[config.mk]
export PLATFORM = sky130hd
export DESIGN_NAME = fxp_frame_accum
export DESIGN_NICKNAME = d
export VERILOG_FILES = /design/src/rtl/fxp_frame_accum.sv
export SDC_FILE = /design/constraint.sdc
export NUM_CORES = 1
export LEC_CHECK = 0
export ABC_AREA = 1
export CELL_PAD_IN_SITES_DETAIL_PLACEMENT = 0
export CELL_PAD_IN_SITES_GLOBAL_PLACEMENT = 2
export CORE_MARGIN = 2
export CORE_UTILIZATION = 28
export DETAILED_ROUTE_END_ITERATION = 8
export GPL_ROUTABILITY_DRIVEN = 0
export PLACE_DENSITY = 0.81
export SLEW_MARGIN = 20
export SYNTH_ARGS = -nofsm -noshare
export SYNTH_HDL_FRONTEND = slang
export SYNTH_SLANG_ARGS = --single-unit
[constraint.sdc]
create_clock -name clk -period 2.5 [get_ports clk]
set_input_delay 0.375 -clock clk [delete_from_list [all_inputs] [get_ports clk]]
set_output_delay 0.375 -clock clk [all_outputs]
set_load 0.03 [all_outputs]
[src/rtl/fxp_frame_accum.sv]
// Streaming fixed-point frame accumulator: sums up to LEN signed
// WII.WIF samples per frame and emits a rounded, saturated WOI.WOF sum.
//
// Ports:
//   clk, rstn   clock, synchronous active-low reset
//   i_valid     input sample valid
//   i_ready     block can take a sample this cycle
//   i_data      signed WII.WIF sample
//   i_last      sample closes the frame early
//   o_valid     frame result valid (held until o_ready)
//   o_ready     consumer takes the result
//   o_data      signed WOI.WOF frame sum
//   o_overflow  o_data was clamped to the output range
//   o_count     number of samples summed into o_data
module fxp_frame_accum #(
    parameter int WII   = 16,
    parameter int WIF   = 16,
    parameter int WOI   = 16,
    parameter int WOF   = 16,
    parameter int ROUND = 1,
    parameter int LEN   = 4
) (
    input  logic                       rstn,
    input  logic                       clk,
    input  logic                       i_valid,
    output logic                       i_ready,
    input  logic [WII+WIF-1:0]         i_data,
    input  logic                       i_last,
    output logic                       o_valid,
    input  logic                       o_ready,
    output logic [WOI+WOF-1:0]         o_data,
    output logic                       o_overflow,
    output logic [$clog2(LEN+1)-1:0]   o_count
);

    localparam int IW = WII + WIF;
    localparam int OW = WOI + WOF;
    localparam int CW = $clog2(LEN + 1);
    // Enough integer headroom that LEN full-scale samples never wrap.
    localparam int AW = WII + $clog2(LEN) + 1 + WIF;
    localparam int SH = (WOF >= WIF) ? WOF - WIF : 0;
    localparam int DR = (WOF < WIF) ? WIF - WOF : 0;
    // Working width for the conversion: room for the left shift,
    // the rounding carry, and the output range plus a guard bit.
    localparam int XA = AW + SH + 1;
    localparam int XW = ((XA > OW) ? XA : OW) + 1;

    typedef enum logic {
        ACC  = 1'b0,
        HOLD = 1'b1
    } state_t;

    state_t state;
    state_t state_nx;

    logic signed [AW-1:0] acc;
    logic signed [AW-1:0] sum;
    logic [CW-1:0]        cnt;
    logic [CW:0]          cnt_inc;
    logic                 in_acc;
    logic                 out_acc;
    logic                 fend;

    logic signed [XW-1:0] sum_x;
    logic signed [XW-1:0] scaled;
    logic signed [XW-1:0] max_x;
    logic signed [XW-1:0] min_x;
    logic [OW-1:0]        conv_data;
    logic                 conv_ovf;

    assign i_ready = rstn & (~o_valid | o_ready);
    assign in_acc  = i_valid & i_ready;
    assign out_acc = o_valid & o_ready;

    assign cnt_inc = {1'b0, cnt} + (CW+1)'(1);
    assign fend    = i_last | (cnt_inc == (CW+1)'(LEN));

    assign sum   = acc + {{(AW-IW){i_data[IW-1]}}, i_data};
    assign sum_x = {{(XW-AW){sum[AW-1]}}, sum};

    generate
        if (DR > 0) begin : g_drop
            localparam logic [XW-1:0] HALF =
                (ROUND != 0) ? (XW'(1) << (DR - 1)) : XW'(0);
            logic signed [XW-1:0] rnd;
            // XW leaves at least one spare bit, so the add cannot wrap;
            // the arithmetic shift then floors toward minus infinity.
            assign rnd    = sum_x + HALF;
            assign scaled = rnd >>> DR;
        end else begin : g_shift
            assign scaled = sum_x <<< SH;
        end
    endgenerate

    assign max_x = {{(XW-OW+1){1'b0}}, {(OW-1){1'b1}}};
    assign min_x = {{(XW-OW+1){1'b1}}, {(OW-1){1'b0}}};

    always_comb begin
        conv_data = scaled[OW-1:0];
        conv_ovf  = 1'b0;
        if (scaled > max_x) begin
            conv_data = max_x[OW-1:0];
            conv_ovf  = 1'b1;
        end else if (scaled < min_x) begin
            conv_data = min_x[OW-1:0];
            conv_ovf  = 1'b1;
        end
    end

    // State register
    always_ff @(posedge clk) begin
        if (!rstn) begin
            state <= ACC;
        end else begin
            state <= state_nx;
        end
    end

    // Next state: a frame end always (re)loads the result, which
    // lets a drained result be replaced in the same cycle.
    always_comb begin
        state_nx = state;
        if (in_acc && fend) begin
            state_nx = HOLD;
        end else if (out_acc) begin
            state_nx = ACC;
        end
    end

    // Outputs
    always_comb begin
        o_valid = (state == HOLD);
    end

    // Accumulator, counter and result registers
    always_ff @(posedge clk) begin
        if (!rstn) begin
            acc        <= '0;
            cnt        <= '0;
            o_data     <= '0;
            o_overflow <= 1'b0;
            o_count    <= '0;
        end else if (in_acc) begin
            if (fend) begin
                acc        <= '0;
                cnt        <= '0;
                o_data     <= conv_data;
                o_overflow <= conv_ovf;
                o_count    <= cnt_inc[CW-1:0];
            end else begin
                acc <= sum;
                cnt <= cnt_inc[CW-1:0];
            end
        end
    end

endmodule

Word level (Yosys, flattened, before mapping)
Cells that the tools add are included.

Flip-flop bits (word level): 75. Latch bits: 0. RAM bits: 0. ROM bits: 0. Input bits: 37. Output and inout bits: 38. Word-level logic and storage cells: 28. Memories kept: 0.

$add $sub $neg: 2. Multiply operators: 0. Divide/modulo/power cells: 0. Order comparisons: 2. Equality and inequality tests: 1. Shift operators: 0. Multiplexer cells: 8. Bitwise gates (word level): 6. Reductions and logical operators: 3.

Operator list (number): two-way mux 32 bit (2); adder 35 bit (1); > comparator 35 x 32 -> 1 bit (second input constant) (1); < comparator 35 x 32 -> 1 bit (second input constant) (1); two-way mux 35 bit (1); adder 3 x 1 -> 4 bit (second input constant) (1); equality test 4 x 3 -> 1 bit (second input constant) (1); two-way mux 1 bit (4); AND 1 bit (3); two-way mux 3 bit (1); OR 1 bit (2); AND reduction 2 bit (1); nonzero test 2 bit (1); logical AND 1 bit (1); inverter 1 bit (1).

Logic depth before layout (Yosys ltp)
Word-level depth: 6. Mapped depth: 19. Gate-level depth less buffers: 18.

Worst setup path before layout
OpenSTA, ideal clock, no wires.

Kind: input port to flip-flop. Start: input port i_data[0]. End: register o_overflow. Setup time: 0.109 ns. Data arrival time: 2.276 ns. Data required time: 2.391 ns. Slack: 0.115 ns. Stages: 19. Path buffers: 1. Cell sequence: ha_1 fa_1 nand2_1 nand2_1 nand3_1 nand2_1 nand2_1 nand2_2 nand2_2 nand2_1 nand2_1 nand2_1 nor2_2 nand2_2 nand2_4 buf_8 nand3_1 nand2_1 inv_1.

Cells in the longest elaborated chain, start to end: 4. Elaborated cells on any way between the ends: 5. Classes of those cells: add/sub (1); order compare (2); mux (2).

Ends and longest elaborated chain: from (decl) (RTL line 27) `input logic [WII+WIF-1:0] i_data,`; adder 35 bit * (RTL line 78) `assign sum = acc + {{(AW-IW){i_data[IW-1]}}, i_data};`; < comparator 35 x 32 -> 1 bit (RTL line 104) `end else if (scaled < min_x) begin`; two-way mux 1 bit (RTL line 104); two-way mux 1 bit * (RTL line 101) `if (scaled > max_x) begin`; to (signal assigned) (RTL line 148) `o_overflow <= conv_ovf;`; to (decl) (RTL line 32) `output logic o_overflow,`.

Mark *: on every way between the ends. The rest lies on a longest branch, timed or not. A chain may end at the register's enable or synchronous reset.

Worst setup path after layout
Start: register acc[0]. End: register o_overflow.

Cells in the longest elaborated chain, start to end: 4. Elaborated cells on any way between the ends: 5. Classes of those cells: add/sub (1); order compare (2); mux (2).

Ends and longest elaborated chain: from (decl) (RTL line 56) `logic signed [AW-1:0] acc;`; from (signal assigned) (RTL line 151) `acc <= sum;`; adder 35 bit * (RTL line 78); < comparator 35 x 32 -> 1 bit (RTL line 104); two-way mux 1 bit (RTL line 104); two-way mux 1 bit * (RTL line 101).

Marks and branches as above.

==> summary.md <==
| Metric | Value |
|---|---|
| Share of the cycle needed by the critical path after routing | 94.99% |
| Finished Core Util | roughly 44% |
| Worst-path cell with the longest stage delay | sky130_fd_sc_hd__dfxtp_1 |
| Starting density of the core | 28.34% |
| Least-Margin Pin Slew | 0.6833 ns |
| Share of the synthesized area in the top cell type | 28.52% |
| Logic pwr share | 31.1% |
| Post-Synthesis Cells | between 700 and 800 |
| Antenna Nets Post-Route | 0 |
| Global-route wire length before repair | about 27000 µm |
| DRC violations left | 0 |
| Std-Cell Rows | 50 |
| CORE AREA | 0.01858 mm² |
| Area of the die | 0.01992 mm² |
| Amount of wire on met3 after detailed routing | around 430 µm |
| Sequential-to-total area share from yosys stat | 28.52% |
| Leakage power total | between 3 and 4 nW |
| Sequential Power Share | 33.5% |
| Pwr per Cell Area | about 470 mW/mm² |
| NetSw | 1.260 mW |
| Worst ir drop on vdd | 0.2890 mV |
| Via count | 5522 |
| Avg Cell Area, Syn | 6.759 µm² |
| Top-level I/O count | 75 |
| Inserted Clock Buffers | 9 |
| Vias in the first global route | 5412 |
| Critical-path maximum fanout | 6 |
| All-Layer GR Usage | 17.28% |
| Max-Cap Viols | 0 |
| Summed instance area of the synthesized netlist | between 0.005 and 0.006 mm² |
| Proportion of power drawn by the clock network | 35.4% |
| Number of antenna violations at the first check in global routing | 0 |
| Worst endpoint required time | 2.74 ns |
| Maximum count of clock buffers along a single path | 2 |
| Proportion of register bits with asynchronous set or reset after synthesis | 0% |
| Final setup violation count | 0 |
| Clock latency at the later pin of the worst-skew pair | between 0.3 and 0.4 ns |
| Type of the worst setup path | reg2reg |
| Result of the run | completed |
| Net switching fraction of the power | 32.65% |
| Kind of launch point of the worst setup path | flop |
| Area delta synth->final | 56.34% |
| Clock sink count | 75 |
| Routed met2 length | between 7000 and 8000 µm |
| Sum of routed wire length over all layers | approximately 17000 µm |
| Top_reg_cell synth | sky130_fd_sc_hd__dfxtp_1 |
| Worst slack on hold paths | 0.4833 ns |
| Post-CTS Hold Fix Bufs | 0 |
| Cell types occupying the most area after synthesis | sky130_fd_sc_hd__dfxtp_1 (29%), sky130_fd_sc_hd__nand2_1 (18%), sky130_fd_sc_hd__ha_1 (8.3%), sky130_fd_sc_hd__a21oi_1 (7.3%), sky130_fd_sc_hd__a21oi_2 (5.0%) |
| Warnings from Yosys | 0 |
| CP top delay family | simple AND/OR/NAND/NOR gates |
| Delay of the slowest critical-path stage | ~0.32 ns |
| Number of synthesized flops with an enable pin | 0 |
| Type of the most critical hold path | reg2reg |
| Final hold violations | 0 |
| Input/output buffers | 74 |
| Largest net degree at the start of global routing | 53 |
| Highest Clock Rate | between 400 and 500 MHz |
| Clk root buf | sky130_fd_sc_hd__clkbuf_16 |
| Overall overflow remaining after global route | 0 |
| Wire length per cell | ~14 µm |
| Cell mode on critical path | sky130_fd_sc_hd__nand2_2 |
| Cell internal pwr | 2.598 mW |
| Worst Path Arrival | 2.62 ns |
| Fraction of layout instances using a drive strength above 1 | between 30% and 40% |
| Worst clock skew on the final layout | 0.007904 ns |
| M1 wire length | 8851 µm |
| Height of the die | approximately 140 µm |
| Relative max-transition margin | about 54% |
| Seq cells post-synth | 75 |
| Nature of the critical path endpoint | flop |
| Setup TNS | 0 ns |
| Post-CTS clock slew at the launch and capture registers of the worst setup and hold paths | 0.07 ns |
| Final-report max-slew violation count | 0 |
| Number of iterations in the first detailed-routing pass | 4 |
| Cell Chain, Critical Path | ha_2 > buf_4 > buf_4 > nand3_2 > nand3_4 > nand2_2 > nand2_2 > nand2_1 > nand2_4 > nand2_2 > nand2_1 > nand2_1 > nand2_2 > nor2_2 > nand2_2 > nand2_8 > clkbuf_16 > nand3_1 > nand2_1 > inv_1 |
| Count of buffer and inverter cells on the critical path | 4 |
| HPWL Detailed | 13250 µm |
| Final nets | between 1000 and 1500 |
| Clock period minus worst slack | 2.375 ns |
| Cell taking the most area after synthesis | sky130_fd_sc_hd__dfxtp_1 |
| Number of DRC markers in iteration 0 | 210 |
| Number of diodes | 0 |
| Clock tree from TritonCTS | done |
| Max Used Layer | met4 |
| Via count normalized by instance count | 4.575 |
| Number of inserted filler cells in the final layout | 1911 |
| Unique cell type count in the Yosys netlist | 40 |
| Die Span X | between 100 and 150 µm |
| Number of H-tree levels | 3 |
| Nets in the synthesized netlist | between 800 and 900 |
cells in the final DEF (no fill, tap or decap), types with 5 or more instances in the layout:
| cell type | n |
|---|---|
| sky130_fd_sc_hd__nand2_2 | 43 |
| sky130_fd_sc_hd__ha_4 | 31 |
| sky130_fd_sc_hd__inv_1 | 65 |
| sky130_fd_sc_hd__nand2_1 | 232 |
| sky130_fd_sc_hd__nor2_1 | 33 |
| sky130_fd_sc_hd__or2_2 | 11 |
| sky130_fd_sc_hd__xnor2_1 | 9 |
| sky130_fd_sc_hd__o21bai_1 | 6 |
| sky130_fd_sc_hd__a21oi_2 | 50 |
| sky130_fd_sc_hd__nand3_1 | 22 |
| sky130_fd_sc_hd__nor2_4 | 5 |
| sky130_fd_sc_hd__xor2_1 | 18 |
| sky130_fd_sc_hd__dfxtp_1 | 75 |
| sky130_fd_sc_hd__buf_12 | 5 |
| sky130_fd_sc_hd__nor2_2 | 13 |
| sky130_fd_sc_hd__buf_4 | 121 |
| sky130_fd_sc_hd__nand3_2 | 16 |
| sky130_fd_sc_hd__clkbuf_16 | 11 |
| sky130_fd_sc_hd__a21oi_1 | 57 |
| sky130_fd_sc_hd__dlymetal6s2s_1 | 24 |
| sky130_fd_sc_hd__o21ai_0 | 26 |
| sky130_fd_sc_hd__nand4_1 | 7 |
| sky130_fd_sc_hd__clkdlybuf4s50_1 | 48 |
cell families after synthesis:
family / Yosys count / synth area share [%]
adder cells (fa/ha/maj): 36 / 8.698
flip-flops: 75 / 28.52
XOR/XNOR: 27 / 4.492
AND/OR/NAND/NOR: 397 / 33.51
buffers and inverters: 96 / 8.008
AO/OA/AOI/OAI: 148 / 16.78
path summary, 6_finish.rpt:
kind	startpoint	slack, ns	cells after the start	to
hold / removal	cnt[1]	0.48	2	cnt[1]
hold reg to reg	cnt[1]	0.48	2	cnt[1]
setup / recovery	acc[0]	0.13	20	o_overflow
setup reg to reg	acc[0]	0.13	20	o_overflow
worst min-delay path, delay by kind of cell, from the launching register on:
family | cells | cell delay, ns
AOI/OAI and AO/OA | 1 | 0.06
DFF | 1 | 0.31
and+or+nand+nor | 1 | 0.07
Yosys cell counts, drive strengths merged, types with 2 or more instances:
cell type	instances
or2	12
nand3	39
nand3b	2
xnor2	9
a31oi	2
o21ai	28
dfxtp	75
o21a	2
ha	35
nor3	3
xor2	18
nor2	51
nand2	279
clkbuf	14
and3	2
a211oi	3
inv	69
a21oi	107
buf	11
clkinv	2
nand4	7
o21bai	6
metrics by stage:
stage          std cells  setup WS (ns)  power (mW)  instance area, µm²
3_5_place_dp        1184        -0.4550       2.362                7124
2_1_floorplan        779         0.1151       1.891                5265
3_3_place_gp        1184        -0.4670       2.365                7124
6_report            1207         0.1253       3.858                8232
5_1_grt             1207       -0.02663       4.053                8232
4_1_cts             1202        0.01979       3.772                7666
layer usage:
metal	track usage, %	up-vias
li1	-	2901
met1	24.41	2529
met2	27.67	78
met3	2.446	14
met4	4.421	0
met5	0	-
sequential cells by signal, summed over array words and instances (netlist names):
name / cells
o_overflow: 1
o_count: 3
o_valid: 1
o_data: 32
cnt: 3
acc: 35
timing repair:
action,in CTS,in global routing
gates cloned,1,2
pin swaps,1,17
resized for setup,38,100
setup buffers,1,3
setup endpoints to repair,37,42
cell type report:
type | instances | area, µm² | share of cell area [%]
clock buffers | 9 | 225.2 | 2.736
clock inverters | 7 | 75.07 | 0.9120
inverters | 71 | 269.0 | 3.268
multi-input cells | 608 | 3981 | 48.37
flip-flops and latches | 75 | 1501 | 18.24
well taps | 234 | 292.8 | 3.557
repair buffers | 203 | 1887 | 22.92
power groups by stage:
stage               Sequential [mW]  Combinational [mW]  Clock, mW
CTS                            1.29                1.10       1.38
global route                   1.30                1.31       1.45
floorplan                      1.37               0.518          0
global placement               1.31                1.06          0
finish                         1.29                1.20       1.37
detailed placement             1.31                1.05          0
(Power assumes the default switching activity.)
